**src/rtl/sp_if_ddr_arb.sv**
```systemverilog
// Round-robin arbiter that muxes NUM_REQ DDR command requesters onto one DDR controller port.
// Optional ISSUE watchdog is enabled with `define SP_IF_DDR_ARB_TIMEOUT_EN.
module sp_if_ddr_arb #(
  parameter int          NUM_REQ     = 4,
  parameter logic [31:0] TIMEOUT_CYC = 32'd1_000_000
) (
  input  logic                  i_clk156m,
  input  logic                  i_arst_n,
  input  logic [NUM_REQ-1:0]    i_req_start,
  input  logic [NUM_REQ-1:0]    i_req_wxr,
  input  logic [4*NUM_REQ-1:0]  i_req_area,
  input  logic [27*NUM_REQ-1:0] i_req_addr,
  input  logic [32*NUM_REQ-1:0] i_req_size,
  input  logic                  i_ddr_endp,
  output logic                  o_ddr_wxr,
  output logic [3:0]            o_ddr_area,
  output logic [26:0]           o_ddr_addr,
  output logic [31:0]           o_ddr_size,
  output logic                  o_ddr_start,
  output logic [NUM_REQ-1:0]    o_req_endp,
  output logic [NUM_REQ-1:0]    o_grant,
  output logic                  o_busy,
  output logic                  o_drop_evt,
  output logic [2:0]            o_state
);

  localparam int LG_W = (NUM_REQ > 1) ? $clog2(NUM_REQ) : 1;

  // Handshake: a requester holds i_req_start until it sees its o_req_endp pulse;
  // the DDR side holds o_ddr_start until one i_ddr_endp pulse arrives in ISSUE.
  typedef enum logic [2:0] {
    S_IDLE  = 3'd0,
    S_LATCH = 3'd1,
    S_ISSUE = 3'd2,
    S_DONE  = 3'd3,
    S_GAP   = 3'd4
  } state_t;

  state_t            state;
  logic [LG_W-1:0]   last_grant;
  logic [LG_W-1:0]   owner;
  logic              drop_q;
  logic              win_found;
  logic [LG_W-1:0]   win_idx;
  int                cand;
  logic [3:0]        area_arr [NUM_REQ];
  logic [26:0]       addr_arr [NUM_REQ];
  logic [31:0]       size_arr [NUM_REQ];
  logic              tmo_hit;

  assign o_state = state;

  always_comb begin
    for (int r = 0; r < NUM_REQ; r++) begin
      area_arr[r] = i_req_area[r*4 +: 4];
      addr_arr[r] = i_req_addr[r*27 +: 27];
      size_arr[r] = i_req_size[r*32 +: 32];
    end
  end

  // Walk from farthest to nearest so the nearest requester after last_grant wins.
  always_comb begin
    win_found = 1'b0;
    win_idx   = '0;
    cand      = 0;
    for (int i = NUM_REQ; i >= 1; i--) begin
      cand = int'(last_grant) + i;
      if (cand >= NUM_REQ) cand = cand - NUM_REQ;
      if (i_req_start[LG_W'(cand)]) begin
        win_found = 1'b1;
        win_idx   = LG_W'(cand);
      end
    end
  end

`ifdef SP_IF_DDR_ARB_TIMEOUT_EN
  logic [31:0] tmo_cnt;

  always_ff @(posedge i_clk156m or negedge i_arst_n) begin
    if (!i_arst_n)              tmo_cnt <= '0;
    else if (state == S_ISSUE)  tmo_cnt <= tmo_cnt + 32'd1;
    else                        tmo_cnt <= '0;
  end

  assign tmo_hit = (state == S_ISSUE) && (tmo_cnt == TIMEOUT_CYC - 32'd1);
`else
  logic unused_timeout;
  assign unused_timeout = ^TIMEOUT_CYC;
  assign tmo_hit        = 1'b0;
`endif

  always_ff @(posedge i_clk156m or negedge i_arst_n) begin
    if (!i_arst_n) begin
      state       <= S_IDLE;
      last_grant  <= LG_W'(NUM_REQ - 1);
      owner       <= '0;
      drop_q      <= 1'b0;
      o_ddr_start <= 1'b0;
      o_ddr_wxr   <= 1'b0;
      o_ddr_area  <= '0;
      o_ddr_addr  <= '0;
      o_ddr_size  <= '0;
      o_req_endp  <= '0;
      o_grant     <= '0;
      o_busy      <= 1'b0;
      o_drop_evt  <= 1'b0;
    end else begin
      o_req_endp <= '0;
      o_drop_evt <= 1'b0;
      case (state)
        S_IDLE: begin
          if (win_found) begin
            owner   <= win_idx;
            o_grant <= NUM_REQ'(1) << win_idx;
            o_busy  <= 1'b1;
            state   <= S_LATCH;
          end
        end
        S_LATCH: begin
          o_ddr_wxr   <= i_req_wxr[owner];
          o_ddr_area  <= area_arr[owner];
          o_ddr_addr  <= addr_arr[owner];
          o_ddr_size  <= size_arr[owner];
          o_ddr_start <= 1'b1;
          drop_q      <= 1'b0;
          state       <= S_ISSUE;
        end
        S_ISSUE: begin
          // A requester that gave up keeps the DDR access running but gets no end pulse.
          if (!i_req_start[owner]) drop_q <= 1'b1;
          if (i_ddr_endp) begin
            o_ddr_start <= 1'b0;
            state       <= S_DONE;
            if (drop_q || !i_req_start[owner]) o_drop_evt <= 1'b1;
            else                               o_req_endp <= o_grant;
          end else if (tmo_hit) begin
            o_ddr_start <= 1'b0;
            state       <= S_DONE;
            o_req_endp  <= o_grant;
            o_drop_evt  <= 1'b1;
          end
        end
        S_DONE: begin
          last_grant <= owner;
          o_grant    <= '0;
          state      <= S_GAP;
        end
        S_GAP: begin
          o_busy <= 1'b0;
          state  <= S_IDLE;
        end
        default: begin
          o_busy <= 1'b0;
          state  <= S_IDLE;
        end
      endcase
    end
  end

endmodule

```
**config.mk**
```make
export PLATFORM = sky130hd
export DESIGN_NAME = sp_if_ddr_arb
export DESIGN_NICKNAME = d
export VERILOG_FILES = /design/src/rtl/sp_if_ddr_arb.sv
export SDC_FILE = /design/constraint.sdc
export NUM_CORES = 1
export LEC_CHECK = 0
export ABC_AREA = 1
export BUFFER_PORTS_ARGS = -buffer_cell sky130_fd_sc_hd__buf_2
export CAP_MARGIN = 20
export CORE_AREA = 2 2 134 136
export DETAILED_ROUTE_END_ITERATION = 8
export DIE_AREA = 0 0 136 138
export GPL_ROUTABILITY_DRIVEN = 0
export MAX_ROUTING_LAYER = met4
export PLACE_DENSITY = 0.63
export REMOVE_ABC_BUFFERS = 1
export SYNTH_ARGS = -nofsm -noshare
export SYNTH_HDL_FRONTEND = slang
export SYNTH_SLANG_ARGS = --single-unit
```
**constraint.sdc**
```tcl
create_clock -name i_clk156m -period 1.6 [get_ports i_clk156m]
set_input_delay 0 -clock i_clk156m [delete_from_list [all_inputs] [get_ports i_clk156m]]
set_output_delay 0 -clock i_clk156m [all_outputs]
set_load 0.02 [all_outputs]
```
==> implementation parameters <==
Parameter                              Value

Power
  Maximum resistive drop on vdd ... 0.828 mV
  Net switching power figure ... around 7.3 mW
  Clk network pwr share ... 13.4%
  Combinational share of power ... 61.4%
  Static leakage ... 4.05 nW
  Power density relative to cell area ... 1980 mW/mm^2
  Internal power ... 7.40 mW
  Share of power burned in registers ... 25.2%
  Post-route total power ... 14.7 mW
  Switching share of power ... 49.6%

Synth
  Number of different library cells in the post-synthesis netlist ... 23
  Synth warn ... 0
  Average instance area after synthesis ... 6.65 um^2
  Synthesized area ... 0.00512 mm^2
  Gate Count Post-Synth ... slightly below 800
  Share of the yosys chip area belonging to registers ... 40.6%
  Number of storage elements in the synthesis netlist ... 83

STA
  Tightest slew margin relative to the limit ... between 60% and 70%
  Post-route clock period utilization ... 94.0%
  Max Transition Viols Final ... 0
  Final hold viol count ... 0
  Final critical-path required period ... 1.50 ns
  Max Freq ... 665 MHz
  Slew at the pin closest to its max-slew limit ... 0.465 ns
  Final number of setup-violating endpoints ... 0
  Worst clock skew on the final layout ... 0.00678 ns

Setup path
  Classification of the worst setup path ... register to register
  Worst stage delay on the critical path ... around 0.55 ns
  Cell with the most instances on the worst path ... nand2_1
  Crit-path slowest cell ... dfstp_2
  Reg-to-reg critical path startpoint ... last_grant[0]$_DFFE_PN1N_
  Minimum setup slack among reg-to-reg paths ... 0.1 ns
  Sum of buffers and inverters on the critical path ... 2
  Cell class contributing the biggest share of worst-path delay ... flip-flops
  Crit Reg-Reg Endpoint ... o_grant[2]$_DFFE_PN0P_
  Category of the worst setup path capture point ... register
  List of cells traversed by the critical path ... buf_4, nand2_1, o21ai_1, nor2_1, nand2_1, nand2_2, inv_2, nor2_4, nand2_1, nand2_1
  Crit path DAT ... 1.73 ns
  Peak fanout along the critical path ... 9
  Path depth of the worst reg2reg path ... 10
  Kind of start point of the critical path ... register
  Crit path launch ... last_grant[0]$_DFFE_PN1N_
  Critical path data required time ... 1.83 ns

GRT
  Largest net degree at the start of global routing ... 84
  Initial antenna violation count ... 0
  Wire length of the first global-routing pass ... 29000 um
  Global-route usage over all layers ... between 10% and 20%
  Total congestion overflow after global routing ... 0
  Via count of the first global-routing pass ... 5824

Clock tree
  Root buffer cell ... clkbuf_16
  H-tree depth ... 3
  CTS tree ... yes
  CTS Sinks ... 83
  Clock-pin slew on the worst setup and hold paths ... 0.07 ns
  Clk_lat worst skew ... ~0.34 ns
  Clock buffer depth ... 2
  CTS Buf Count ... 9

Die
  Floorplan Core Area ... 0.0175 mm^2
  Die Outline Area ... 0.0188 mm^2
  Std-Cell Rows ... 49
  Top-level port count ... 341
  Initial Utilization ... 29.2%
  Die X ... 136 um
  Vert. Die Dim ... 138 um

Finish
  Area added between synthesis and finish ... 44.7%
  Number of inserted diodes ... 0
  Ratio of cells with drive above 1 in the final layout ... 36.6%
  Most frequent cells in the layout ... buf_2 (339), nand2_1 (244), nor2_1 (138), o21ai_0 (137), dfrtp_1 (79)
  Final non-filler cell total ... 1320
  Leading cell type in the layout, fill and taps excluded ... buf_2
  Number of nets in the layout ... between 1000 and 1500

Routing
  Detailed Routing Iterations Pass 1 ... 4
  Number of design-rule violations left by the first detailed-router iteration ... 294
  Vias per inst ... 4.75
  Routed vias ... 6272
  Detail-routed net length per standard cell ... ~14 um
  Sum of routed wire length over all layers ... about 19000 um
  Post-route antenna net violation count ... 0
  Remaining design rule violation count ... 0

Job
  Max-cap check violation count ... 0

Min path
  Depth of the worst hold-timing path ... 5
  Tightest Hold Check Type ... primary input to register
  Hold endpoint ... o_ddr_size[11]$_DFFE_PN0P_
  Origin of the worst min-delay path ... i_req_size[11]

Placement
  Cell Count Post-Placement ... 1301
  Number of buffers added on ports ... 340
  Detailed Place HPWL ... between 10000 and 15000 um

Status
  Status ... finished clean
## layout make-up
class                      count  area (um^2)
tap                          229          287
clock inverter                 4         25.0
multi-input combinational    609         2700
sequential                    83         2080
timing repair buffer         362         1990
inverter                      21         80.1
fill                        1891        10100
clock buffer                  12          256
## synthesized netlist by cell type, drive strengths merged
master	instances	share of area, %
dfstp	2	1.0
o22ai	64	7.8
buf	33	3.7
nand3	8	0.88
nand2	252	19
inv	21	1.5
dfrtp	81	40
a21oi	3	0.29
nor2	139	10
a31oi	1	0.12
clkbuf	25	1.9
nand4	2	0.24
nor3	2	0.39
o21ai	138	13
## metrics by stage
step                      hold WS (ns)  setup TNS (ns)  setup WS (ns)  instance area, um^2  util, %
after floorplan                 -0.296         -183.54          -2.63                 4830        -
after global placement          0.0641               0         0.0596                 7090     40.4
after detailed placement        0.0723               0        0.00695                 7090     40.4
after CTS                      0.00822               0         0.0286                 7390     42.2
after global routing            0.0479       -0.000525      -0.000525                 7420     42.3
final                           0.0210               0         0.0954                 7420     42.3
## logic make-up (layout without fill, tap and decap cells)
kind of cell / after synthesis / after routing / synth area share [%]
simple gates: 403 / 403 / 30.5
flops: 83 / 83 / 40.6
compound gates: 206 / 206 / 21.7
buf+inv: 79 / 399 / 7.20
## sequential cells by signal, indices dropped and copies added, names as in the netlist
signal and flops:
o_ddr_start 1, o_ddr_wxr 1, owner 2, drop_q 1, o_ddr_size 32, o_grant 4, o_ddr_area 4, last_grant 2
o_busy 1, o_ddr_addr 27, o_state 3, o_req_endp 4, o_drop_evt 1
## power by group through the flow
stage | sequential [mW] | combinational, mW | clock [mW]
floorplan | 5.05 | 4.19 | 0
global route | 3.84 | 10.1 | 2.13
global placement | 3.71 | 8.88 | 0
finish | 3.71 | 9.03 | 1.96
CTS | 3.73 | 9.01 | 2.04
detailed placement | 3.73 | 9.00 | 0
## worst max path at each step
| stage | end | slack (ns) | cells after the start |
|---|---|---|---|
| 6_report | o_grant[2]$_DFFE_PN0P_ | 0.1 | 10 |
| 3_3_place_gp | o_grant[1]$_DFFE_PN0P_ | 0.06 | 11 |
| 2_1_floorplan | o_ddr_addr[0]$_DFFE_PN0P_ | -2.63 | 5 |
| 5_1_grt | owner[0]$_DFFE_PN0P_ | -0.0005 | 11 |
| 4_1_cts | owner[0]$_DFFE_PN0P_ | 0.03 | 10 |
| 3_5_place_dp | owner[0]$_DFFE_PN0P_ | 0.007 | 11 |
## tightest hold or removal path: stages
cell and delay (ns):
buf_2 0.07, nor2_1 0.03, o22ai_1 0.12, nand2_1 0.06, nand2_1 0.05
## repair_timing
| action | CTS | global route |
|---|---|---|
| endpoints found under the setup margin | 2 | 6 |
| hold buffers | 2 | 0 |
| hold endpoints to repair | 83 | 0 |
| pin swaps | 0 | 2 |
| resized for setup | 1 | 7 |
| buffers inserted | 0 | 1 |
## metal layers
metal	GRT usage, %	vias to the layer above	share of wire (%)
li1	-	3164	-
met2	33.6	242	49
met4	6.52	0	2.2
met3	2.53	27	6.7
met1	24.2	2839	42
met5	-	-	0
No activity file was read; power rests on OpenSTA's default activity.
